**src/rtl/crc_ccitt_pkg.sv**
```systemverilog
// Shared constants for the CRC-16/CCITT-FALSE byte-serial engine.
package crc_ccitt_pkg;

    localparam logic [15:0] CRC_POLY            = 16'h1021;
    localparam logic [15:0] CRC_SEED            = 16'hFFFF;
    localparam logic [15:0] CRC_CHECK_123456789 = 16'h29B1;
    localparam logic [15:0] CRC_CHECK_00        = 16'hE1F0;

endpackage

```
**src/rtl/crc_ccitt_byte_next.sv**
```systemverilog
// Combinational CRC update for one message byte, MSB first, unrolled over 8 bit steps.
module crc_ccitt_byte_next
    import crc_ccitt_pkg::*;
#(
    parameter logic [15:0] POLY = CRC_POLY
) (
    input  logic [15:0] crc_in,
    input  logic [7:0]  data,
    output logic [15:0] crc_next
);

    logic [15:0] crc_w;
    logic        fb;

    always_comb begin
        crc_w = crc_in;
        fb    = 1'b0;
        for (int i = 7; i >= 0; i--) begin
            fb    = crc_w[15] ^ data[i];
            crc_w = {crc_w[14:0], 1'b0} ^ (fb ? POLY : 16'h0000);
        end
        crc_next = crc_w;
    end

endmodule

```
**src/rtl/serial_crc_ccitt.sv**
```systemverilog
// CRC-16/CCITT register that absorbs one byte per cycle; init restarts from SEED.
module serial_crc_ccitt
    import crc_ccitt_pkg::*;
#(
    parameter logic [15:0] POLY = CRC_POLY,
    parameter logic [15:0] SEED = CRC_SEED
) (
    input  logic        clk,
    input  logic        reset,
    input  logic        enable,
    input  logic        init,
    input  logic [7:0]  data_in,
    output logic [15:0] crc_out
);

    logic [15:0] crc_q;
    logic [15:0] crc_d;
    logic [15:0] crc_base;
    logic [15:0] crc_next;

    // init with enable starts a fresh message on this very byte.
    assign crc_base = init ? SEED : crc_q;

    crc_ccitt_byte_next #(
        .POLY(POLY)
    ) u_byte_next (
        .crc_in  (crc_base),
        .data    (data_in),
        .crc_next(crc_next)
    );

    always_comb begin
        crc_d = crc_q;
        if (enable) begin
            crc_d = crc_next;
        end else if (init) begin
            crc_d = SEED;
        end
    end

    always_ff @(posedge clk) begin
        if (reset) begin
            crc_q <= SEED;
        end else begin
            crc_q <= crc_d;
        end
    end

    assign crc_out = crc_q;

endmodule

```
**config.mk**
```make
export PLATFORM = sky130hd
export DESIGN_NAME = serial_crc_ccitt
export DESIGN_NICKNAME = d
export VERILOG_FILES = /design/src/rtl/crc_ccitt_pkg.sv /design/src/rtl/crc_ccitt_byte_next.sv /design/src/rtl/serial_crc_ccitt.sv
export SDC_FILE = /design/constraint.sdc
export NUM_CORES = 1
export LEC_CHECK = 0
export CORE_MARGIN = 5
export CORE_UTILIZATION = 53
export DETAILED_ROUTE_END_ITERATION = 8
export HOLD_SLACK_MARGIN = 0.05
export PLACE_DENSITY = 0.91
export RECOVER_POWER = 25
export SLEW_MARGIN = 15
export SYNTH_ARGS = -nofsm -noshare
export SYNTH_HDL_FRONTEND = slang
export SYNTH_HIERARCHICAL = 1
export SYNTH_SLANG_ARGS = --single-unit
export TNS_END_PERCENT = 50
```
**constraint.sdc**
```tcl
create_clock -name clk -period 4.8 [get_ports clk]
set_input_delay 0.72 -clock clk [delete_from_list [all_inputs] [get_ports clk]]
set_output_delay 0.72 -clock clk [all_outputs]
set_load 0.01 [all_outputs]
```
### After elaboration in Yosys (flattened, before gate mapping)

Cells that the tools add are included.
Widths: inputs -> output; s select.

| word-level totals | value |
|---|---|
| output and inout bits | 16 |
| bits of input ports | 12 |
| register bits | 16 |

| operators by class | value |
|---|---|
| bitwise gates (word level) | 16 |
| multiplexer cells | 10 |

Operator list:

| cell | number |
|---|---|
| $xor 16x16->16 | 8 |
| $mux 13 | 8 |
| $mux 16 | 2 |
| $xor 1x1->1 | 8 |

### Logic depth before layout (Yosys ltp)

Gate-level depths: netlist of run 1.

| depth | value |
|---|---|
| word-level depth | 26 |
| mapped depth | 10 |
| mapped depth without buffers | 7 |

### Modules after synthesis

Netlist of run 1, hierarchy kept.

Modules (own cells, without submodules):

| module | cells an instance | area each (um^2) | instances | seq. area each (um^2) |
|---|---|---|---|---|
| serial_crc_ccitt | 87 | 809.5 | 1 | 320.3 |
| crc_ccitt_byte_next | 26 | 395.4 | 1 | 0.0 |

### Worst setup path before layout of run 1

OpenSTA, ideal clock, no wires.

| timing | value |
|---|---|
| path kind | input to register |
| from | input init |
| to | register crc_q[5], in the netlist crc_out[5] |
| stages | 8 |
| required time | 4.680 ns |
| arrival time | 2.151 ns |
| path slack | 2.529 ns |
| path through | buf_2 -> buf_4 -> nor2_1 -> inv_1 -> xnor2_2 -> xnor3_1 -> nor3b_2 -> a21oi_2 |

RTL lines:

| item | RTL line | RTL |
|---|---|---|
| start, declared | serial_crc_ccitt.sv:11 | `input logic init,` |
| $mux 16 | - |  |
| via crc_base[13] | serial_crc_ccitt.sv:18 | `logic [15:0] crc_base;` |
| $xor 16x16->16 (2 in a row) | crc_ccitt_byte_next.sv:20 | `crc_w = {crc_w[14:0], 1'b0} ^ (fb ? POLY : 16'h0000);` |
| $xor 1x1->1 | crc_ccitt_byte_next.sv:19 | `fb = crc_w[15] ^ data[i];` |
| $mux 13 | crc_ccitt_byte_next.sv:20 |  |
| $xor 16x16->16 (6 in a row) | crc_ccitt_byte_next.sv:20 |  |
| via crc_next[5] | serial_crc_ccitt.sv:19 | `logic [15:0] crc_next;` |
| $mux 16 | serial_crc_ccitt.sv:34 | `if (enable) begin` |
| end signal, assigned | serial_crc_ccitt.sv:45 | `crc_q <= crc_d;` |
| end, declared | serial_crc_ccitt.sv:16 | `logic [15:0] crc_q;` |

The timed path passes the listed nets, and every way through them passes these cells.
A chain may end at the register's enable or synchronous reset.

### Worst setup path in the final report of run 1

| timing | value |
|---|---|
| from | input init |
| to | register crc_q[7], in the netlist crc_out[7] |

RTL lines:

| item | RTL line |
|---|---|
| $mux 16 | - |
| via crc_base[15] | serial_crc_ccitt.sv:18 |
| $xor 1x1->1 | crc_ccitt_byte_next.sv:19 |
| $mux 13 | crc_ccitt_byte_next.sv:20 |
| $xor 16x16->16 (8 in a row) | crc_ccitt_byte_next.sv:20 |
| via crc_next[7] | serial_crc_ccitt.sv:19 |
| $mux 16 | serial_crc_ccitt.sv:34 |

The timed path passes the listed nets, and every way through them passes these cells.

==> qor.yml, run 1 <==
flow_run:
  max_cap_violations: 0
yosys:
  synthDistinctLibCells: 18
  syn_inst: 113
  synth_top_family_by_area: "XOR/XNOR gates"
  syn-num-nets: 125
  synth_compound_gate_area_share_pct: 9.761
  post_synth_fa_ha_maj_area_fraction_pct: 0
  ys_ff_latch: 16
  post_synthesis_mux_area_share_pct: 0
  xor_and_xnor_fraction_of_the_mapped_netlist_area_pct: 31.88
  synth-simple-area-share_pct: 21.70
  post_synth_instance_area_um2: 1205
  synth_warnings: 6
  synth.yosys.seq_area_share_pct: 26.58
  synthesis.area_per_instance_um2: 10.66
pwr:
  vdd.ir_drop.worst_uv: 166.9
  power.share.switching_pct: 29.75
  p_int_mw: 0.2925
  netSwitchingPower_mw: 0.1239
  power.clock.fraction_pct: 21.7
  sequentialPowerShare_pct: 37.2
  comb_power_share_pct: 41.1
  power.leakage_nw: 0.5846
  power_density_nw_per_um2: 279.7
detailed_routing:
  via_count: 844
  drc_errors: 0
  routed_wire_length_per_instance_um: 13.80
  routed_wirelength_mm: 2.277
  post_drt_via_cell_ratio: 5.115
  drt_iter0_markers: 13
  ant_nets: 0
  first_pass_iters: 4
floorplan:
  floorplan.die.width_um: 57.68
  die_height_um: 57.68
  initial_core_util_pct: 55.00
  num_io_pins: 28
  core_area_um2: 2191
  placement_rows: 17
  die_area_um2: 3327
critical_path:
  critical_path_arrival_ps: 2930
  worstPathMaxFanout: 16
  crit_path_start_kind: "input pin"
  critical_path.max_stage_delay_ps: 720
  timing.critical_path.to_type: "register"
  critPathBufInv: 2
  worst_ep_required_time_ps: 4970
  worstPathCellList: "clkdlybuf4s50_1 > nor2_1 > inv_1 > xnor2_2 > xnor3_1 > nor3b_2 > a21oi_2"
  cp_slowest_cell: "sky130_fd_sc_hd__clkdlybuf4s50_1"
  worstSetupPathDepth: 7
  timing.reg2reg.worst_path_depth: 6
  cell_family_contributing_the_most_delay_on_the_critical_path: "buffers and inverters"
  path_class: "input pin to register"
sta:
  fmax_mhz: 361.6
  worst_clock_skew_ps: 4.529
  drv_slew: 0
  period_needed_ps: 2766
  timing.setup.tns_ps: 0
  finalHoldViolations: 0
  rsz_0062_raised_after_global_routing: "false"
  max_slew.worst_pin.slew_ps: 981.4
  worst_hold_slack_ps: 519.5
  report.final.setup_viol: 0
  max_slew_margin_pct: 34.37
  min_period_over_period_pct: 57.62
final_layout:
  insertedDiodeCount: 0
  nNetsFinal: 150
  synthToLayoutAreaGrowth_pct: 23.57
  multi_input_comb_area_um2: 763.2
  drive_above_1_share_pct: 24.82
  layout.area.seq_um2: 320.3
  largest_reg_flops: 16
  final.fill_count: 168
global_route:
  antenna_found_initial: 0
  grt_max_degree: 18
  global_route.overflow_total: 0
  track_usage_pct: 14.08
  global_route_wire_length_before_repair_mm: 3.636
  first_global_vias: 806
clock_network:
  tritoncts: "done"
  numClockSinks: 16
  insertion_delay_ps: 290
  htree_levels: 1
  num_cts_buffers: 3
  cts-resized-gates: 0
  post-cts-setup-buffer-count: 0
  cts-hold-fix-buffers: 0
  cts.path.max_buffers: 2
  root_buffer: "sky130_fd_sc_hd__clkbuf_4"
  clock_transition_time_at_the_flip_flop_clock_pins_of_the_worst_setup_and_hold_paths_ps: 90
place:
  gp_congestion: 0.7231
  portBuffers: 27
  place.detailed.hpwl_mm: 1.671
hold_path:
  holdPathStages: 2
  hp-class: "register to register"
run_status:
  result_of_the_run: "completed"
==> per-layer routing <==
layer	GRT usage, %	share of wire [%]
met5	0	0
met4	9.272	1.8
met3	1.114	4.1
met2	23.87	52
met1	16.97	42
==> area by class of cell <==
type | count | share of cell area, %
multi-input combinational | 73 | 51.26
inverter | 17 | 4.286
clock buffer | 4 | 2.437
sequential | 16 | 21.51
tap | 28 | 2.353
timing repair buffer | 27 | 18.15
==> power groups by stage <==
stage / combinational (mW) / sequential [mW] / clock (mW)
after floorplan: 0.119 / 0.165 / 0
after global placement: 0.169 / 0.158 / 0
after detailed placement: 0.174 / 0.158 / 0
after CTS: 0.176 / 0.155 / 0.0939
after global routing: 0.182 / 0.156 / 0.0978
final: 0.171 / 0.155 / 0.0905
==> cell families after synthesis <==
group / after synthesis
AND/OR/NAND/NOR: 33
AO/OA/AOI/OAI: 16
XOR/XNOR: 24
buffers and inverters: 24
flip-flops: 16
==> stage by stage <==
step	cells	util (%)	worst slack, ps	power, mW	area, um^2
2_1_floorplan	113	-	2529	0.2835	1205
5_1_grt	165	67.96	1874	0.4365	1489
3_3_place_gp	161	66.31	1818	0.3265	1453
4_1_cts	165	67.96	2030	0.4246	1489
6_report	165	67.96	2034	0.4164	1489
3_5_place_dp	161	66.31	1716	0.3319	1453
==> cells in the mapped netlist, drive strengths merged <==
master / n / share of area, %
xnor3: 5 / 9.3
xnor2: 12 / 12
nor2: 17 / 5.9
nor3b: 16 / 16
buf: 7 / 4.8
a21oi: 16 / 9.8
xor2: 3 / 2.2
inv: 17 / 5.3
dfxtp: 16 / 27
xor3: 4 / 8.2
==> tightest hold or removal path, cell delays in order, from the launching register on <==
cell	delay [ps]
sky130_fd_sc_hd__dfxtp_1	340
sky130_fd_sc_hd__nor2_1	60
sky130_fd_sc_hd__a21oi_2	100
==> layout by cell type (no fill, tap or decap) <==
cell and n:
sky130_fd_sc_hd__xor3_1 3, sky130_fd_sc_hd__nor2_1 16, sky130_fd_sc_hd__xnor2_2 3, sky130_fd_sc_hd__a21oi_2 10
sky130_fd_sc_hd__xnor2_1 8, sky130_fd_sc_hd__nor3b_2 14, sky130_fd_sc_hd__dlygate4sd3_1 8, sky130_fd_sc_hd__clkbuf_8 1
sky130_fd_sc_hd__xor3_4 1, sky130_fd_sc_hd__nor2_4 1, sky130_fd_sc_hd__nor3b_1 2, sky130_fd_sc_hd__xnor2_4 1
sky130_fd_sc_hd__xor2_1 3, sky130_fd_sc_hd__clkbuf_4 3, sky130_fd_sc_hd__clkdlybuf4s50_1 19, sky130_fd_sc_hd__inv_1 17
sky130_fd_sc_hd__a21oi_1 6, sky130_fd_sc_hd__xnor3_1 5, sky130_fd_sc_hd__dfxtp_1 16
==> worst paths after layout <==
kind / start / endpoint / slack, ps
worst min register to register: crc_out[7] / crc_out[7] / 520
worst min-delay path: crc_out[7] / crc_out[7] / 520
worst max-delay path: init / crc_out[7] / 2030
worst max register to register: crc_out[15] / crc_out[7] / 3040
Note: power is estimated with default switching activity, not from simulation.
==> run 2, diff against run 1 <==
--- a/config.mk
+++ b/config.mk
@@ -6,10 +6,10 @@
 export NUM_CORES = 1
 export LEC_CHECK = 0
 export CORE_MARGIN = 5
-export CORE_UTILIZATION = 53
+export CORE_UTILIZATION = 45
 export DETAILED_ROUTE_END_ITERATION = 8
 export HOLD_SLACK_MARGIN = 0.05
-export PLACE_DENSITY = 0.91
+export PLACE_DENSITY = 0.83
 export RECOVER_POWER = 25
 export SLEW_MARGIN = 15
 export SYNTH_ARGS = -nofsm -noshare
==> constraint.sdc (replaced) <==
create_clock -name clk -period 2.5 [get_ports clk]
set_input_delay 0.375 -clock clk [delete_from_list [all_inputs] [get_ports clk]]
set_output_delay 0.375 -clock clk [all_outputs]
set_load 0.01 [all_outputs]
==> qor.yml, run 2 (same netlist as run 1, synthesis figures left out) <==
critical_path:
  worstPathMaxFanout: 16
  crit_path_start_kind: "input pin"
  critical_path.max_stage_delay_ps: 470
  cell_family_contributing_the_most_delay_on_the_critical_path: "XOR/XNOR gates"
  critPathBufInv: 3
  path_class: "input pin to register"
  worstPathCellList: "clkdlybuf4s50_1 > buf_4 > nor2_1 > inv_1 > xnor2_2 > xnor3_1 > nor3b_2 > a21oi_2"
  worst_ep_required_time_ps: 2670
  cp_slowest_cell: "sky130_fd_sc_hd__xnor3_1"
  critical_path_arrival_ps: 2330
  timing.critical_path.to_type: "register"
place:
  gp_congestion: 0.7518
  place.detailed.hpwl_mm: 1.799
  post-place-cells: 168
  portBuffers: 27
sta:
  min_period_over_period_pct: 86.61
  drv_slew: 0
  rsz_0062_raised_after_global_routing: "false"
  worst_hold_slack_ps: 514.2
  finalHoldViolations: 0
  worst_clock_skew_ps: 1.450
  report.final.setup_viol: 0
  max_slew.worst_pin.slew_ps: 530.0
  timing.setup.tns_ps: 0
  max_slew_margin_pct: 64.56
  fmax_mhz: 461.8
  period_needed_ps: 2165
floorplan:
  core_area_um2: 2522
  placement_rows: 18
  die_area_um2: 3812
  floorplan.die.width_um: 61.75
  initial_core_util_pct: 47.77
  num_io_pins: 28
  die_height_um: 61.75
clock_network:
  post-cts-setup-buffer-count: 0
  num_cts_buffers: 3
  cts.path.max_buffers: 2
  clock_transition_time_at_the_flip_flop_clock_pins_of_the_worst_setup_and_hold_paths_ps: 90
  root_buffer: "sky130_fd_sc_hd__clkbuf_4"
  insertion_delay_ps: 290
  cts-hold-fix-buffers: 0
  numClockSinks: 16
  tritoncts: "done"
  cts-resized-gates: 0
  htree_levels: 1
global_route:
  antenna_found_initial: 0
  global_route.overflow_total: 0
  track_usage_pct: 14.10
  first_global_vias: 896
  grt_max_degree: 18
  global_route_wire_length_before_repair_mm: 3.919
final_layout:
  nNetsFinal: 155
  synthToLayoutAreaGrowth_pct: 25.75
  insertedDiodeCount: 0
  final_cell_mix: "sky130_fd_sc_hd__clkdlybuf4s50_1, sky130_fd_sc_hd__inv_1, sky130_fd_sc_hd__nor2_1, sky130_fd_sc_hd__dfxtp_1, sky130_fd_sc_hd__nor3b_2"
  mostFrequentLayoutCell: "sky130_fd_sc_hd__clkdlybuf4s50_1"
  largest_reg_flops: 16
  final_cells: 171
  drive_above_1_share_pct: 26.95
pwr:
  power_mw: 0.7754
  power.leakage_nw: 0.6014
  vdd.ir_drop.worst_uv: 455.6
  power_density_nw_per_um2: 511.7
detailed_routing:
  ant_nets: 0
  drt_iter0_markers: 23
  via_count: 834
  drc_errors: 0
  first_pass_iters: 4
  routed_wirelength_mm: 2.392
  post_drt_via_cell_ratio: 4.877
  routed_wire_length_per_instance_um: 13.99
flow_run:
  max_cap_violations: 0
hold_path:
  hp-class: "register to register"
run_status:
  result_of_the_run: "completed"
-- run 2: cell count changes in the layout (fill, tap and decap cells not counted), sizes merged --
cell,change
buf,+5
clkbuf,-1
-- run 2: final timing paths --
check	startpoint	end	slack, ps	depth (start not counted)
hold reg to reg	crc_out[15]	crc_out[15]	510	2
setup / recovery	init	crc_out[12]	330	8
setup reg to reg	crc_out[12]	crc_out[12]	730	6
hold / removal	crc_out[15]	crc_out[15]	510	2
-- run 2: worst reg2reg max path: cells and delay by family (launching register included) --
| kind | cells | cell delay, ps |
|---|---|---|
| xor gates and xnor gates | 2 | 740 |
| and+or+nand+nor | 2 | 410 |
| DFF | 1 | 330 |
| buffers and inverters | 1 | 110 |
| AOI/OAI and AO/OA | 1 | 60 |
-- run 2: metal layers --
layer | up-vias | global-route usage [%] | wire length [um]
met1 | 380 | 15.90 | 952
li1 | 419 | - | -
met2 | 29 | 25.26 | 1236
met5 | - | 0 | 0
met3 | 6 | 4.339 | 160
met4 | 0 | 4.545 | 43
-- run 2: area by class of cell --
type | instances | area [um^2]
repair buffers | 32 | 307.8
flip-flops and latches | 16 | 320.3
multi-input cells | 73 | 763.2
inverters | 17 | 63.81
clock buffers | 3 | 22.52
fillers | 221 | 1007
well taps | 30 | 37.54
-- run 2: power breakdown --
| group | internal [mW] | switching [mW] | total (mW) |
|---|---|---|---|
| clock network | 0.0560 | 0.0829 | 0.139 |
| logic | 0.198 | 0.141 | 0.339 |
| registers | 0.284 | 0.0142 | 0.298 |
| total | 0.538 | 0.238 | 0.775 |
-- run 2: per-stage QoR --
step                      setup slack, ps  instance area (um^2)  util (%)
after global routing                287.1                  1515     60.07
after global placement              150.4                  1493     59.18
after CTS                           342.0                  1515     60.07
after floorplan                     574.4                  1205         -
final                               334.7                  1515     60.07
after detailed placement            36.43                  1493     59.18
==> run 3, diff against run 2 <==
--- a/config.mk
+++ b/config.mk
@@ -5,13 +5,11 @@
 export SDC_FILE = /design/constraint.sdc
 export NUM_CORES = 1
 export LEC_CHECK = 0
-export CORE_MARGIN = 5
 export CORE_UTILIZATION = 45
 export DETAILED_ROUTE_END_ITERATION = 8
 export HOLD_SLACK_MARGIN = 0.05
 export PLACE_DENSITY = 0.83
 export RECOVER_POWER = 25
-export SLEW_MARGIN = 15
 export SYNTH_ARGS = -nofsm -noshare
 export SYNTH_HDL_FRONTEND = slang
 export SYNTH_HIERARCHICAL = 1
==> qor.yml, run 3 (same netlist as run 1, synthesis figures left out) <==
critical_path:
  crit_path_start_kind: "input pin"
  path_class: "input pin to register"
  reg2reg_setup_slack_ps: 820
  cp_slowest_cell: "sky130_fd_sc_hd__xnor3_1"
  worstPathCellList: "clkdlybuf4s50_1 > buf_4 > nor2_1 > inv_1 > xnor2_2 > xnor3_1 > nor3b_2 > a21oi_2"
  worstPathMaxFanout: 16
  worst_ep_required_time_ps: 2680
  timing.critical_path.to_type: "register"
  crit_path_start: "init"
  critical_path_arrival_ps: 2260
  worst_r2r_startpoint: "crc_out[15]"
  critPathBufInv: 3
  critical_path.max_stage_delay_ps: 470
  cell_family_contributing_the_most_delay_on_the_critical_path: "XOR/XNOR gates"
pwr:
  netSwitchingPower_mw: 0.2424
  power.leakage_nw: 0.6086
  power_density_nw_per_um2: 531.4
  vdd.ir_drop.worst_uv: 427.1
  sequentialPowerShare_pct: 36.6
  p_int_mw: 0.5700
  power.clock.fraction_pct: 21.9
  power_mw: 0.8125
  power.share.switching_pct: 29.84
  comb_power_share_pct: 41.6
clock_network:
  htree_levels: 1
  clock_transition_time_at_the_flip_flop_clock_pins_of_the_worst_setup_and_hold_paths_ps: 100
  root_buffer: "sky130_fd_sc_hd__clkbuf_4"
  numClockSinks: 16
  cts.path.max_buffers: 2
  insertion_delay_ps: 290
  cts-hold-fix-buffers: 0
  cts-resized-gates: 0
  post-cts-setup-buffer-count: 0
  num_cts_buffers: 3
  tritoncts: "done"
sta:
  period_needed_ps: 2082
  rsz_0062_raised_after_global_routing: "false"
  max_slew_margin_pct: 62.65
  max_slew.worst_pin.slew_ps: 558.5
  drv_slew: 0
  fmax_mhz: 480.2
  finalHoldViolations: 0
  timing.setup.tns_ps: 0
  report.final.setup_viol: 0
  min_period_over_period_pct: 83.29
  worst_clock_skew_ps: 0.4415
final_layout:
  final_cell_mix: "sky130_fd_sc_hd__clkdlybuf4s50_1, sky130_fd_sc_hd__inv_1, sky130_fd_sc_hd__nor2_1, sky130_fd_sc_hd__dfxtp_1, sky130_fd_sc_hd__nor3b_2"
  final_cells: 172
  nNetsFinal: 155
  layout.area.seq_um2: 320.3
  multi_input_comb_area_um2: 763.2
  largest_reg_flops: 16
  insertedDiodeCount: 0
  drive_above_1_share_pct: 27.46
  synthToLayoutAreaGrowth_pct: 26.90
  mostFrequentLayoutCell: "sky130_fd_sc_hd__clkdlybuf4s50_1"
  final.fill_count: 221
place:
  place.detailed.hpwl_mm: 1.657
  post-place-cells: 168
  gp_congestion: 0.7854
  portBuffers: 27
floorplan:
  initial_core_util_pct: 48.20
  num_io_pins: 28
  die_height_um: 53.75
  placement_rows: 18
  floorplan.die.width_um: 53.75
  core_area_um2: 2500
  die_area_um2: 2889
hold_path:
  hp-class: "register to register"
  worst_hold_startpoint: "crc_out[3]"
detailed_routing:
  routed_wire_length_per_instance_um: 13.48
  first_pass_iters: 4
  ant_nets: 0
  post_drt_via_cell_ratio: 4.808
  drc_errors: 0
  routed_wirelength_mm: 2.318
  via_count: 827
  drt_iter0_markers: 8
global_route:
  first_global_vias: 827
  track_usage_pct: 18.12
  antenna_found_initial: 0
  grt_max_degree: 18
  global_route_wire_length_before_repair_mm: 3.657
  global_route.overflow_total: 0
flow_run:
  max_cap_violations: 0
run_status:
  result_of_the_run: "completed"
-- run 3: cell types whose count changed in the layout (fill, tap and decap cells not counted) --
cell,previous run,this run
sky130_fd_sc_hd__clkbuf_8,0,1
-- run 3: worst paths after layout --
check | to | depth (start not counted)
max | crc_out[7] | 8
min | crc_out[3] | 2
max reg2reg | crc_out[7] | 6
min reg2reg | crc_out[3] | 2
-- run 3: routing by layer --
layer  track usage [%]  vias to the layer above  routed length (um)
li1                  -                      421                   -
met1             22.16                      389                1006
met2             31.28                       15                1220
met3             2.542                        2                  76
met4             7.895                        0                  14
met5                 0                        -                   0
-- run 3: per-stage QoR --
step	utilization (%)	cell area (um^2)	worst slack (ps)	hold WS (ps)
2_1_floorplan	-	1205	574.4	550.5
4_1_cts	61.16	1529	436.5	532.8
3_3_place_gp	59.71	1493	154.1	492.5
3_5_place_dp	59.71	1493	113.1	506.9
6_report	61.16	1529	417.7	525.3
5_1_grt	61.16	1529	280.3	571.1
-- run 3: power groups by stage --
| stage | Combinational (mW) | Clock, mW | Sequential, mW |
|---|---|---|---|
| 2_1_floorplan | 0.228 | 0 | 0.317 |
| 3_3_place_gp | 0.334 | 0 | 0.303 |
| 3_5_place_dp | 0.344 | 0 | 0.304 |
| 4_1_cts | 0.346 | 0.186 | 0.298 |
| 5_1_grt | 0.365 | 0.194 | 0.301 |
| 6_report | 0.338 | 0.178 | 0.297 |
-- run 3: area by class of cell --
| class | instances | share of cell area (%) |
|---|---|---|
| Sequential cell | 16 | 20.95 |
| Multi-Input combinational cell | 73 | 49.92 |
| Clock buffer | 4 | 2.373 |
| Timing Repair Buffer | 32 | 20.13 |
| Inverter | 17 | 4.173 |
| Tap cell | 30 | 2.455 |
-- run 3: worst register-to-register path, delay by kind of cell (launching register included) --
family / cells / cell delay [ps]
AOI/OAI and AO/OA: 1 / 40
xor gates and xnor gates: 2 / 760
buffers and inverters: 1 / 110
DFF: 1 / 320
and+or+nand+nor: 2 / 330
